===== src/rtl/alu_ctrl_pkg.sv =====
// alu_ctrl_pkg
// Shared decode constants for the MIPS ALU control decoder and its
// multi-cycle mult/div/mod engine:
//   - ALU select codes driven onto alu_sel
//   - ALUOp codes from the main control unit
//   - funct field codes for R-type instructions
//   - state encoding of the mult/div handshake FSM
//   - a helper that turns ALUOp/funct into an ALU select
package alu_ctrl_pkg;

  localparam logic [3:0] ALU_ADD  = 4'd0;
  localparam logic [3:0] ALU_SUB  = 4'd1;
  localparam logic [3:0] ALU_MULT = 4'd2;
  localparam logic [3:0] ALU_DIV  = 4'd3;
  localparam logic [3:0] ALU_AND  = 4'd4;
  localparam logic [3:0] ALU_OR   = 4'd5;
  localparam logic [3:0] ALU_XOR  = 4'd6;
  localparam logic [3:0] ALU_SLT  = 4'd7;
  localparam logic [3:0] ALU_MOD  = 4'd8;

  localparam logic [1:0] ALUOP_ADD  = 2'b00;
  localparam logic [1:0] ALUOP_SUB  = 2'b01;
  localparam logic [1:0] ALUOP_FUNC = 2'b10;
  localparam logic [1:0] ALUOP_RSVD = 2'b11;

  localparam logic [5:0] FUNC_ADD  = 6'd0;
  localparam logic [5:0] FUNC_SUB  = 6'd2;
  localparam logic [5:0] FUNC_AND  = 6'd4;
  localparam logic [5:0] FUNC_OR   = 6'd5;
  localparam logic [5:0] FUNC_XOR  = 6'd6;
  localparam logic [5:0] FUNC_MOD  = 6'd7;
  localparam logic [5:0] FUNC_MULT = 6'd8;
  localparam logic [5:0] FUNC_DIV  = 6'd26;
  localparam logic [5:0] FUNC_SLT  = 6'd42;

  typedef enum logic [1:0] {
    IDLE = 2'd0,
    MUL  = 2'd1,
    DIV  = 2'd2,
    DONE = 2'd3
  } md_state_t;

  // Reserved ALUOp 11 and unknown funct codes fall back to add so a
  // malformed instruction never selects a multi-cycle operation.
  function automatic logic [3:0] decode_alu_sel(input logic [1:0] alu_op,
                                                input logic [5:0] func);
    logic [3:0] sel;
    sel = ALU_ADD;
    case (alu_op)
      ALUOP_ADD:  sel = ALU_ADD;
      ALUOP_SUB:  sel = ALU_SUB;
      ALUOP_RSVD: sel = ALU_ADD;
      default: begin
        case (func)
          FUNC_ADD:  sel = ALU_ADD;
          FUNC_SUB:  sel = ALU_SUB;
          FUNC_MULT: sel = ALU_MULT;
          FUNC_DIV:  sel = ALU_DIV;
          FUNC_AND:  sel = ALU_AND;
          FUNC_OR:   sel = ALU_OR;
          FUNC_XOR:  sel = ALU_XOR;
          FUNC_SLT:  sel = ALU_SLT;
          FUNC_MOD:  sel = ALU_MOD;
          default:   sel = ALU_ADD;
        endcase
      end
    endcase
    return sel;
  endfunction

  function automatic logic is_md_sel(input logic [3:0] sel);
    return (sel == ALU_MULT) || (sel == ALU_DIV) || (sel == ALU_MOD);
  endfunction

endpackage


===== src/rtl/alu_control_md_muldiv_iter.sv =====
// muldiv_iter
// Iterative unsigned engine: shift-add multiplier and restoring divider,
// one result bit per clock, DATA_W iterations per operation.
// Ports:
//   clk, rst_n   clock, asynchronous active-low reset
//   start        load a/b and begin (only pulsed while idle)
//   is_div       1: divide a by b, 0: multiply a by b
//   a, b         operands, sampled on start
//   busy         an operation is iterating
//   done         final iteration happens this cycle
//   lo, hi       result of the current iteration; the final result
//                (product low/high, or quotient/remainder) while done=1
module muldiv_iter
  import alu_ctrl_pkg::*;
#(
  parameter int DATA_W = 32
) (
  input  logic              clk,
  input  logic              rst_n,
  input  logic              start,
  input  logic              is_div,
  input  logic [DATA_W-1:0] a,
  input  logic [DATA_W-1:0] b,
  output logic              busy,
  output logic              done,
  output logic [DATA_W-1:0] lo,
  output logic [DATA_W-1:0] hi
);

  localparam int CNT_W = $clog2(DATA_W);

  // hi_q is the partial product / partial remainder, lo_q the shifting
  // multiplier / dividend that fills up with quotient bits.
  logic [DATA_W-1:0] lo_q;
  logic [DATA_W-1:0] hi_q;
  logic [DATA_W-1:0] b_q;
  logic              div_q;
  logic              busy_q;
  logic [CNT_W-1:0]  cnt;

  logic [DATA_W-1:0] addend;
  logic [DATA_W:0]   add_sum;
  logic [DATA_W:0]   shifted;
  logic [DATA_W:0]   diff;
  logic [DATA_W-1:0] lo_n;
  logic [DATA_W-1:0] hi_n;

  // Since the partial remainder stays below the divisor, the top bit of
  // diff is set exactly when the trial subtraction underflows.
  always_comb begin
    addend  = lo_q[0] ? b_q : '0;
    add_sum = {1'b0, hi_q} + {1'b0, addend};
    shifted = {hi_q, lo_q[DATA_W-1]};
    diff    = shifted - {1'b0, b_q};
    if (div_q) begin
      if (!diff[DATA_W]) begin
        hi_n = diff[DATA_W-1:0];
        lo_n = {lo_q[DATA_W-2:0], 1'b1};
      end else begin
        hi_n = shifted[DATA_W-1:0];
        lo_n = {lo_q[DATA_W-2:0], 1'b0};
      end
    end else begin
      hi_n = add_sum[DATA_W:1];
      lo_n = {add_sum[0], lo_q[DATA_W-1:1]};
    end
  end

  assign busy = busy_q;
  assign done = busy_q && (cnt == CNT_W'(DATA_W - 1));
  assign lo   = lo_n;
  assign hi   = hi_n;

  always_ff @(posedge clk or negedge rst_n) begin
    if (!rst_n) begin
      lo_q   <= '0;
      hi_q   <= '0;
      b_q    <= '0;
      div_q  <= 1'b0;
      busy_q <= 1'b0;
      cnt    <= '0;
    end else if (start) begin
      lo_q   <= a;
      hi_q   <= '0;
      b_q    <= b;
      div_q  <= is_div;
      busy_q <= 1'b1;
      cnt    <= '0;
    end else if (busy_q) begin
      lo_q <= lo_n;
      hi_q <= hi_n;
      if (done) begin
        busy_q <= 1'b0;
        cnt    <= '0;
      end else begin
        cnt <= cnt + CNT_W'(1);
      end
    end
  end

endmodule


===== src/rtl/alu_control_md.sv =====
// alu_control_md
// MIPS ALU control decoder with a multi-cycle mult/div/mod unit.
// alu_sel is decoded combinationally from ALUOp/funct; mult, div and mod
// launch the iterative engine and hold the pipeline through stall until
// a one-cycle md_done pulse presents the registered result.
// Ports:
//   clk, rst_n        clock, asynchronous active-low reset
//   valid_in          instruction is live (not a bubble)
//   alu_op, func      ALUOp from main control, funct field
//   op_a, op_b        rs / rt operands
//   alu_sel           4-bit ALU select
//   stall             hold PC and pipeline registers
//   md_done           md_result/md_hi/div_by_zero valid this cycle
//   md_result, md_hi  mult lo/hi, div quotient/remainder, mod remainder/0
//   div_by_zero       div/mod had op_b == 0 (pulses with md_done)
// Build option: define ALU_CONTROL_MD_SIGNED_EN for two's-complement
// mult/div/mod (magnitudes into the engine, sign fix-up on completion).
module alu_control_md
  import alu_ctrl_pkg::*;
#(
  parameter int DATA_W = 32
) (
  input  logic              clk,
  input  logic              rst_n,
  input  logic              valid_in,
  input  logic [1:0]        alu_op,
  input  logic [5:0]        func,
  input  logic [DATA_W-1:0] op_a,
  input  logic [DATA_W-1:0] op_b,
  output logic [3:0]        alu_sel,
  output logic              stall,
  output logic              md_done,
  output logic [DATA_W-1:0] md_result,
  output logic [DATA_W-1:0] md_hi,
  output logic              div_by_zero
);

  md_state_t state;
  md_state_t state_nxt;

  logic              is_md;
  logic              is_div_op;
  logic              is_mod_op;
  logic              b_zero;
  logic              eng_start;
  logic              launch_dbz;
  logic              eng_busy;
  logic              eng_done;
  logic [DATA_W-1:0] eng_lo;
  logic [DATA_W-1:0] eng_hi;
  logic [DATA_W-1:0] a_eng;
  logic [DATA_W-1:0] b_eng;
  logic              mod_q;

  logic [2*DATA_W-1:0] prod;
  logic [DATA_W-1:0]   quot;
  logic [DATA_W-1:0]   rem;
  logic [DATA_W-1:0]   fin_lo;
  logic [DATA_W-1:0]   fin_hi;

  assign alu_sel   = decode_alu_sel(alu_op, func);
  assign is_md     = valid_in && is_md_sel(alu_sel);
  assign is_div_op = (alu_sel == ALU_DIV) || (alu_sel == ALU_MOD);
  assign is_mod_op = (alu_sel == ALU_MOD);
  assign b_zero    = (op_b == '0);

`ifdef ALU_CONTROL_MD_SIGNED_EN
  logic neg_a_q;
  logic neg_b_q;

  assign a_eng = op_a[DATA_W-1] ? -op_a : op_a;
  assign b_eng = op_b[DATA_W-1] ? -op_b : op_b;

  // Quotient/product sign is sign(a)^sign(b); the remainder follows a.
  // Most-negative / -1 falls out naturally: its magnitude quotient
  // negates back to the most-negative value with a zero remainder.
  always_comb begin
    prod = {eng_hi, eng_lo};
    quot = eng_lo;
    rem  = eng_hi;
    if (neg_a_q ^ neg_b_q) begin
      prod = -{eng_hi, eng_lo};
      quot = -eng_lo;
    end
    if (neg_a_q) begin
      rem = -eng_hi;
    end
  end

  always_ff @(posedge clk or negedge rst_n) begin
    if (!rst_n) begin
      neg_a_q <= 1'b0;
      neg_b_q <= 1'b0;
    end else if (eng_start) begin
      neg_a_q <= op_a[DATA_W-1];
      neg_b_q <= op_b[DATA_W-1];
    end
  end
`else
  assign a_eng = op_a;
  assign b_eng = op_b;

  always_comb begin
    prod = {eng_hi, eng_lo};
    quot = eng_lo;
    rem  = eng_hi;
  end
`endif

  // Map the engine's final iteration onto the architectural outputs.
  always_comb begin
    if (state == MUL) begin
      fin_lo = prod[DATA_W-1:0];
      fin_hi = prod[2*DATA_W-1:DATA_W];
    end else if (mod_q) begin
      fin_lo = rem;
      fin_hi = '0;
    end else begin
      fin_lo = quot;
      fin_hi = rem;
    end
  end

  muldiv_iter #(
    .DATA_W (DATA_W)
  ) u_engine (
    .clk    (clk),
    .rst_n  (rst_n),
    .start  (eng_start),
    .is_div (is_div_op),
    .a      (a_eng),
    .b      (b_eng),
    .busy   (eng_busy),
    .done   (eng_done),
    .lo     (eng_lo),
    .hi     (eng_hi)
  );

  always_ff @(posedge clk or negedge rst_n) begin
    if (!rst_n) begin
      state <= IDLE;
    end else begin
      state <= state_nxt;
    end
  end

  // Divide-by-zero skips the engine entirely and goes straight to DONE.
  // DONE always returns to IDLE so the instruction that just completed
  // cannot relaunch while it is still on the inputs.
  always_comb begin
    state_nxt  = state;
    eng_start  = 1'b0;
    launch_dbz = 1'b0;
    case (state)
      IDLE: begin
        if (is_md) begin
          if (is_div_op && b_zero) begin
            launch_dbz = 1'b1;
            state_nxt  = DONE;
          end else begin
            eng_start = 1'b1;
            state_nxt = is_div_op ? DIV : MUL;
          end
        end
      end
      MUL, DIV: begin
        if (eng_done) begin
          state_nxt = DONE;
        end
      end
      DONE: state_nxt = IDLE;
      default: state_nxt = IDLE;
    endcase
  end

  // The engine is busy for exactly the MUL/DIV cycles, so stall is the
  // launch cycle plus the engine's busy window; reset forces it low even
  // while an md instruction sits on the inputs.
  assign stall   = rst_n && (((state == IDLE) && is_md) || eng_busy);
  assign md_done = (state == DONE);

  // Results are captured on entry to DONE and held until the next DONE.
  always_ff @(posedge clk or negedge rst_n) begin
    if (!rst_n) begin
      md_result   <= '0;
      md_hi       <= '0;
      div_by_zero <= 1'b0;
      mod_q       <= 1'b0;
    end else begin
      if ((state == IDLE) && is_md) begin
        mod_q <= is_mod_op;
      end
      if (launch_dbz) begin
        md_result   <= is_mod_op ? op_a : '1;
        md_hi       <= is_mod_op ? '0 : op_a;
        div_by_zero <= 1'b1;
      end else if (eng_done) begin
        md_result   <= fin_lo;
        md_hi       <= fin_hi;
        div_by_zero <= 1'b0;
      end else if (state == DONE) begin
        div_by_zero <= 1'b0;
      end
    end
  end

endmodule


===== config.mk =====
export PLATFORM = sky130hd
export DESIGN_NAME = alu_control_md
export DESIGN_NICKNAME = d
export VERILOG_FILES = /design/src/rtl/alu_ctrl_pkg.sv /design/src/rtl/alu_control_md_muldiv_iter.sv /design/src/rtl/alu_control_md.sv
export SDC_FILE = /design/constraint.sdc
export NUM_CORES = 1
export LEC_CHECK = 0
export BUFFER_PORTS_ARGS = -buffer_cell sky130_fd_sc_hd__buf_2
export CAP_MARGIN = 20
export CELL_PAD_IN_SITES_DETAIL_PLACEMENT = 0
export CELL_PAD_IN_SITES_GLOBAL_PLACEMENT = 2
export CORE_ASPECT_RATIO = 1.4
export CORE_MARGIN = 2
export CORE_UTILIZATION = 32
export DETAILED_ROUTE_END_ITERATION = 8
export GPL_ROUTABILITY_DRIVEN = 0
export PLACE_DENSITY_LB_ADDON = 0.15
export SYNTH_ARGS = -nofsm -noshare
export SYNTH_HDL_FRONTEND = slang
export SYNTH_SLANG_ARGS = --single-unit

===== constraint.sdc =====
create_clock -name clk -period 3.2 [get_ports clk]
set_input_delay 0.16 -clock clk [delete_from_list [all_inputs] [get_ports clk]]
set_output_delay 0.16 -clock clk [all_outputs]
set_load 0.1 [all_outputs]

==> impl_metrics.sql, run 1 <==
INSERT INTO impl_metrics (metric_group, metric, value, unit) VALUES
('global_route', 'grt-ovfl-total', '0', ''),
('die', 'start_util', '32.5', '%'),
('logic_synthesis', 'yosys-top-cells-area', 'sky130_fd_sc_hd__dfrtp_1, sky130_fd_sc_hd__ha_1, sky130_fd_sc_hd__o21ai_0, sky130_fd_sc_hd__a21oi_1, sky130_fd_sc_hd__nor2_1', ''),
('placement', 'dp_hpwl', '39100', 'um'),
('logic_synthesis', 'yosys.area.top_type_share', '33.5', '%'),
('detailed_routing', 'postRouteAntennaNets', '0', ''),
('sta', 'skew', '0.0105', 'ns'),
('run_status', 'run_status', 'finished with violations', ''),
('global_route', 'number_of_antenna_violations_at_the_first_check_in_global_routing', '0', ''),
('sta', 'fin_hold_ws', '0.139', 'ns'),
('clock_tree', 'tritoncts.num_buffers', '17', ''),
('logic_synthesis', 'yosysWarnings', '0', ''),
('logic_synthesis', 'yosys.area.top_type', 'sky130_fd_sc_hd__dfrtp_1', ''),
('die', 'fp.coreArea', '0.0394', 'mm2'),
('critical_path', 'worstPathArrival', '3.79', 'ns'),
('sta', 'final_max_slew_viol_count', '0', ''),
('clock_tree', 'path_clk_slew', '0.08', 'ns'),
('logic_synthesis', 'synth.net_count', '1705', ''),
('logic_synthesis', 'synth_seq_area_share', '33.5', '%'),
('sta', 'layout_setup_ws', '-0.243', 'ns'),
('run_status', 'failed_checks', 'negative setup slack', ''),
('placement', 'placedInstanceArea', '0.0164', 'mm2'),
('final_layout', 'antenna_cells', '0', ''),
('critical_path', 'required', '3.55', 'ns'),
('critical_path', 'critPathMaxStageDelay', '0.38', 'ns'),
('critical_path', 'worstSetupStartpointType', 'flip-flop', ''),
('sta', 'hold_violations', '0', ''),
('die', 'die_extent_in_y', '240', 'um'),
('logic_synthesis', 'synth.ff_latch_count', '171', ''),
('clock_tree', 'clock_insertion_delay_worst_skew', '0.47', 'ns'),
('logic_synthesis', 'synth_xor_xnor_area_share', '3.63', '%'),
('die', 'die-area', '0.0416', 'mm2'),
('detailed_routing', 'detailed_routing_iteration_count_for_the_pre_antenna_repair_pass', '5', ''),
('logic_synthesis', 'syn_avg_cell_area', '8.20', 'um2'),
('clock_tree', 'h_tree_depth', '4', ''),
('global_route', 'grt_util_all_layers', '24.8', '%'),
('sta', 'final-setup-viol-count', '94', ''),
('critical_path', 'critical_path.max_fanout', '5', ''),
('final_layout', 'share_of_cells_above_drive_strength_1', '35.1', '%'),
('sta', 'slew_headroom', '38.2', '%'),
('final_layout', 'design.final.nets', '2188', ''),
('clock_tree', 'cts_num_sinks', '171', ''),
('clock_tree', 'clk_root_buffer_cell', 'sky130_fd_sc_hd__clkbuf_16', ''),
('critical_path', 'crit_buf_inv', '6', ''),
('logic_synthesis', 'synthMuxAreaShare', '5.45', '%'),
('sta', 'rsz0062_at_grt', 'true', ''),
('critical_path', 'crit_path_end_kind', 'flip-flop', ''),
('logic_synthesis', 'post_synth_num_cell_types', '85', ''),
('detailed_routing', 'dr.first_iter.drc_count', '708', ''),
('detailed_routing', 'via_count', '13800', ''),
('clock_tree', 'tritoncts', 'done', ''),
('sta', 'fmaxAchievable', '290', 'MHz'),
('sta', 'max_slew.worst_pin.slew', '0.924', 'ns'),
('logic_synthesis', 'dominant_combinational_cell_family_by_area_after_synthesis', 'compound AO/OA/AOI/OAI gates', ''),
('critical_path', 'critical-path-slowest-cell', 'sky130_fd_sc_hd__dfrtp_1', ''),
('placement', 'dp_cells', '2456', ''),
('global_route', 'largest_net_degree_at_the_start_of_global_routing', '100', ''),
('die', 'core.rowCount', '86', ''),
('global_route', 'vias_in_the_first_global_route', '13700', ''),
('final_layout', 'number_of_filler_cells_placed_in_the_layout', '3936', ''),
('final_layout', 'fin_cells', '2583', ''),
('critical_path', 'worst_path_dominant_cell_family', 'compound AO/OA/AOI/OAI gates', ''),
('global_route', 'grt_first_pass_wirelength', '79600', 'um'),
('clock_tree', 'cts_max_path_buffers', '2', ''),
('power', 'power.density_cell_area', '1110', 'mW/mm2'),
('critical_path', 'worstSetupPathType', 'flip-flop to flip-flop', ''),
('worst_hold_path', 'hold_path_class', 'primary input to asynchronous set/reset pin', ''),
('logic_synthesis', 'synthArstFlopShare', '100', '%'),
('detailed_routing', 'drc_violation_count_after_routing', '0', ''),
('final_layout', 'design_area', '0.0191', 'mm2'),
('critical_path', 'worstPathCellList', 'inv_1, ha_2, inv_2, fa_2, a211o_1, a21boi_4, nor4b_4, or2_4, a2111oi_4, buf_4, buf_8, buf_4, buf_6, o21bai_1, a31oi_4, mux2_4, o22ai_2', '');
cells in the mapped netlist, types with 11 or more instances:
master                     count
sky130_fd_sc_hd__a211oi_1     25
sky130_fd_sc_hd__a21o_1       23
sky130_fd_sc_hd__a21oi_1     147
sky130_fd_sc_hd__a22oi_1      23
sky130_fd_sc_hd__a31oi_1      21
sky130_fd_sc_hd__and2_1       41
sky130_fd_sc_hd__clkbuf_1     86
sky130_fd_sc_hd__dfrtp_1     171
sky130_fd_sc_hd__ha_1         69
sky130_fd_sc_hd__inv_1        51
sky130_fd_sc_hd__mux2i_1      51
sky130_fd_sc_hd__nand2_1     137
sky130_fd_sc_hd__nand2b_1     12
sky130_fd_sc_hd__nand3_1      20
sky130_fd_sc_hd__nand4_1      14
sky130_fd_sc_hd__nor2_1      143
sky130_fd_sc_hd__nor2b_1      11
sky130_fd_sc_hd__nor3_1       42
sky130_fd_sc_hd__nor4_1       12
sky130_fd_sc_hd__o211ai_1     18
sky130_fd_sc_hd__o21a_1       12
sky130_fd_sc_hd__o21ai_0     160
sky130_fd_sc_hd__o22ai_1      15
sky130_fd_sc_hd__o31ai_1      14
sky130_fd_sc_hd__or3_1        16
sky130_fd_sc_hd__xnor2_1      33
sky130_fd_sc_hd__xor2_1       20
final cells by class:
type	count	area, um2	share of cell area, %
Clock inverter	13	150	0.787
Clock buffer	19	453	2.37
Tap cell	528	661	3.46
Sequential cell	171	4290	22.5
Inverter	51	191	1.00
Multi-Input combinational cell	1236	9010	47.2
Timing Repair Buffer	565	4340	22.7
metal layers:
metal	vias up	share of wire [%]	global-route usage, %
met3	68	3.8	3.12
met4	0	2.6	8.01
met1	6675	45	32.4
li1	6707	-	-
met2	362	49	42.5
met5	-	0	0
metrics by stage:
stage | util, % | total power [mW] | setup TNS (ns) | worst slack [ns]
floorplan | - | 10.1 | 0 | 0.000584
global placement | 41.7 | 15.8 | -31.47 | -0.601
detailed placement | 41.7 | 15.8 | -37.33 | -0.553
CTS | 46.7 | 19.6 | -15.62 | -0.255
global route | 48.5 | 22.6 | -22.05 | -0.341
finish | 48.5 | 21.2 | -13.17 | -0.243
power breakdown:
group | total, mW | internal (mW) | switching [mW]
logic | 15.7 | 7.52 | 8.21
registers | 3.26 | 2.69 | 0.574
clock network | 2.24 | 1.15 | 1.08
total | 21.2 | 11.4 | 9.86
placed cells by master (no fill, tap or decap), drive strengths merged, types with 9 or more instances in the layout:
cell / instances
a211oi: 25
a21o: 23
a21oi: 147
a22oi: 23
a31oi: 22
and2: 42
and3: 9
buf: 496
clkbuf: 23
dfrtp: 171
dlygate4sd3: 65
ha: 69
inv: 59
mux2: 13
mux2i: 52
nand2: 137
nand2b: 12
nand3: 20
nand4: 14
nor2: 144
nor2b: 11
nor3: 42
nor4: 12
o211ai: 18
o21a: 12
o21ai: 167
o22ai: 15
o31ai: 14
or3: 16
xnor2: 33
xor2: 20
logic make-up after synthesis:
logic type | count (synthesis)
buf+inv | 152
simple gates | 485
xor+xnor | 53
fa+ha+maj | 71
mux | 66
compound gates | 561
flops | 171
sequential cells by signal, summed over array words and instances, names as in the netlist:
register and cells:
u_engine.lo_q 32, u_engine.b_q 32, u_engine.hi_q 32, state 2, md_hi 32, u_engine.cnt 5, mod_q 1, u_engine.busy 1
md_result 32, u_engine.div_q 1, div_by_zero 1
what timing repair did:
item                       in CTS  in global routing
pin swaps                      55                 52
hold buffers                   65                  0
setup endpoints to repair      97                 97
setup buffers                  13                 14
gates cloned                    2                  3
gates resized for setup       122                119
hold endpoints to repair      157                  0
final timing paths:
kind / depth (start not counted) / to / start / slack [ns]
max: 17 / md_result[8] / u_engine.lo_q[31] / -0.24
min: 2 / md_result[5] / rst_n / 0.14
max reg2reg: 17 / md_result[8] / u_engine.lo_q[31] / -0.24
min reg2reg: 2 / md_hi[6] / md_hi[6] / 0.51
max in group asynchronous: 3 / u_engine.lo_q[0] / rst_n / 2.12
min in group clk: 3 / u_engine.div_q / func[1] / 0.31
Note: power is estimated with default switching activity, not from simulation.
==> inputs of run 2 (changes only) <==
CELL_PAD_IN_SITES_DETAIL_PLACEMENT = 1   (was 0)
CORE_ASPECT_RATIO = not set   (was 1.4)
==> impl_metrics.sql, run 2 (same netlist as run 1, synthesis figures left out) <==
INSERT INTO impl_metrics (metric_group, metric, value, unit) VALUES
('detailed_routing', 'drc_violation_count_after_routing', '0', ''),
('clock_tree', 'path_clk_slew', '0.07', 'ns'),
('power', 'switchingPower', '10.8', 'mW'),
('critical_path', 'critPathMaxStageDelay', '0.39', 'ns'),
('power', 'p_leak', '8.41', 'nW'),
('global_route', 'grt_first_pass_wirelength', '85200', 'um'),
('sta', 'hold_violations', '0', ''),
('clock_tree', 'clk_root_buffer_cell', 'sky130_fd_sc_hd__clkbuf_16', ''),
('critical_path', 'crit_path_end_kind', 'flip-flop', ''),
('final_layout', 'most_frequent_cells_in_the_layout', 'sky130_fd_sc_hd__buf_4, sky130_fd_sc_hd__dfrtp_1, sky130_fd_sc_hd__buf_2, sky130_fd_sc_hd__nor2_1, sky130_fd_sc_hd__nand2_1', ''),
('sta', 'skew', '0.0186', 'ns'),
('critical_path', 'worstSetupStartpointType', 'flip-flop', ''),
('die', 'core.rowCount', '73', ''),
('clock_tree', 'tritoncts.num_buffers', '17', ''),
('die', 'chipWidth', '204', 'um'),
('detailed_routing', 'postRouteAntennaNets', '0', ''),
('placement', 'dp_hpwl', '42800', 'um'),
('power', 'power.density_cell_area', '1160', 'mW/mm2'),
('power', 'irDropWorstVdd', '0.533', 'mV'),
('detailed_routing', 'via_count', '14200', ''),
('clock_tree', 'tritoncts', 'done', ''),
('power', 'cell_internal_pwr', '11.8', 'mW'),
('critical_path', 'worstPathCellList', 'inv_2, ha_4, inv_2, fa_2, a211o_1, a21boi_4, nor4b_4, or2_4, a2111oi_4, buf_6, nor2_4, buf_6, mux2_4, mux2i_1, buf_4, a211oi_4', ''),
('run_status', 'run_status', 'finished with violations', ''),
('sta', 'max_slew.worst_pin.slew', '0.955', 'ns'),
('global_route', 'vias_in_the_first_global_route', '14400', ''),
('power', 'pwr-share-clk', '9.6', '%'),
('power', 'pwr-share-comb', '75.9', '%'),
('sta', 'fmaxAchievable', '283', 'MHz'),
('flow_run', 'maxCapViolCount', '0', ''),
('final_layout', 'areaGrowthSynthToFinish', '51.7', '%'),
('final_layout', 'layout_commonest_cell', 'sky130_fd_sc_hd__buf_4', ''),
('sta', 'fin_setup_tns', '-16.77', 'ns'),
('detailed_routing', 'detailed_routing_iteration_count_for_the_pre_antenna_repair_pass', '5', ''),
('final_layout', 'share_of_cells_above_drive_strength_1', '36.4', '%'),
('detailed_routing', 'dr.first_iter.drc_count', '919', ''),
('critical_path', 'required', '3.55', 'ns'),
('final_layout', 'design.final.nets', '2210', ''),
('die', 'die-area', '0.0416', 'mm2'),
('sta', 'period_needed', '3.54', 'ns'),
('detailed_routing', 'wirelength', '57300', 'um'),
('critical_path', 'worstReg2RegStart', 'u_engine.lo_q[31]', ''),
('sta', 'final-setup-viol-count', '94', ''),
('power', 'power', '22.6', 'mW'),
('critical_path', 'worstPathArrival', '3.89', 'ns'),
('clock_tree', 'cts_num_sinks', '171', ''),
('sta', 'slew_headroom', '36.2', '%'),
('critical_path', 'worst_path_dominant_cell_family', 'compound AO/OA/AOI/OAI gates', ''),
('die', 'fp.coreArea', '0.0395', 'mm2'),
('clock_tree', 'h_tree_depth', '4', ''),
('global_route', 'grt_util_all_layers', '26.9', '%'),
('global_route', 'number_of_antenna_violations_at_the_first_check_in_global_routing', '1', ''),
('die', 'die_extent_in_y', '204', 'um'),
('global_route', 'grt-ovfl-total', '0', ''),
('worst_hold_path', 'hold_path_class', 'primary input to asynchronous set/reset pin', ''),
('placement', 'dp_cells', '2481', ''),
('clock_tree', 'cts_max_path_buffers', '2', ''),
('critical_path', 'critical-path-slowest-cell', 'sky130_fd_sc_hd__dfrtp_1', ''),
('sta', 'fin_crit_sh', '111', '%'),
('power', 'seqPwrFrac', '14.4', '%'),
('sta', 'layout_setup_ws', '-0.339', 'ns'),
('run_status', 'failed_checks', 'negative setup slack', ''),
('clock_tree', 'clock_insertion_delay_worst_skew', '0.47', 'ns'),
('global_route', 'largest_net_degree_at_the_start_of_global_routing', '129', ''),
('power', 'power.share.switching', '47.7', '%'),
('sta', 'rsz0062_at_grt', 'true', ''),
('die', 'ios', '146', ''),
('critical_path', 'worst_setup_path_startpoint', 'u_engine.lo_q[31]', ''),
('final_layout', 'fin_cells', '2602', ''),
('sta', 'final_max_slew_viol_count', '0', ''),
('final_layout', 'antenna_cells', '0', ''),
('detailed_routing', 'ratio_of_routed_vias_to_standard_cells', '5.47', ''),
('die', 'start_util', '32.3', '%'),
('critical_path', 'worstSetupPathType', 'flip-flop to flip-flop', ''),
('detailed_routing', 'detail_route.wl_per_cell', '22.0', 'um'),
('critical_path', 'critical_path.max_fanout', '8', ''),
('placement', 'portBuffers', '145', ''),
('critical_path', 'crit_buf_inv', '5', '');
## run 2: changes by cell type in the layout (fill, tap and decap cells not counted), sizes merged
cell | previous run | this run
buf | 496 | 520
clkinv | 2 | 3
clkinvlp | 2 | 3
inv | 59 | 55
## run 2: metal layers
layer | up-vias | track usage, % | share of wire [%] | wire length [um]
met3 | 68 | 3.06 | 3.8 | 2160
met2 | 313 | 43.3 | 47 | 26700
met1 | 7120 | 38.1 | 47 | 27100
met4 | 0 | 7.53 | 2.4 | 1360
li1 | 6725 | - | - | -
met5 | - | 0 | 0 | 0
## run 2: power by group through the flow
stage               sequential, mW  combinational (mW)  clock [mW]
global placement              3.22                13.1           0
finish                        3.26                17.1        2.17
floorplan                     3.21                6.92           0
CTS                           3.23                14.1        2.22
detailed placement            3.25                13.4           0
global route                  3.32                18.3        2.30
## run 2: path summary, 6_finish.rpt
check	to	slack (ns)	depth (start not counted)
worst max-delay path	u_engine.hi_q[16]	-0.34	16
worst min-delay path	md_result[20]	0.21	2
worst max register to register	u_engine.hi_q[16]	-0.34	16
worst min register to register	md_hi[1]	0.51	2
max in group asynchronous	u_engine.lo_q[0]	1.80	3
min in group clk	u_engine.div_q	0.33	3
## run 2: layout make-up
cell class | count | area [um2]
clock buffers | 21 | 470
inverters | 51 | 191
repair buffers | 587 | 4540
clock inverters | 11 | 109
fillers | 4598 | 20200
well taps | 525 | 657
multi-input cells | 1236 | 9140
flip-flops and latches | 171 | 4290
## run 2: what timing repair did
item	CTS	global route
setup buffers	2	21
hold buffers	65	0
setup endpoints to repair	97	97
cloned	0	3
pin swaps	20	97
endpoints found under the hold margin	138	0
resized for setup	53	247
## run 2: through the flow
| step | hold WS [ns] | instance area (um2) | setup WS (ns) | utilization [%] |
|---|---|---|---|---|
| floorplan | -0.136 | 12800 | 0.000584 | - |
| global placement | 0.148 | 16700 | -0.644 | 42.1 |
| detailed placement | 0.147 | 16700 | -0.709 | 42.1 |
| CTS | 0.207 | 18100 | -0.381 | 45.9 |
| global route | 0.241 | 19400 | -0.446 | 49.0 |
| finish | 0.214 | 19400 | -0.339 | 49.0 |
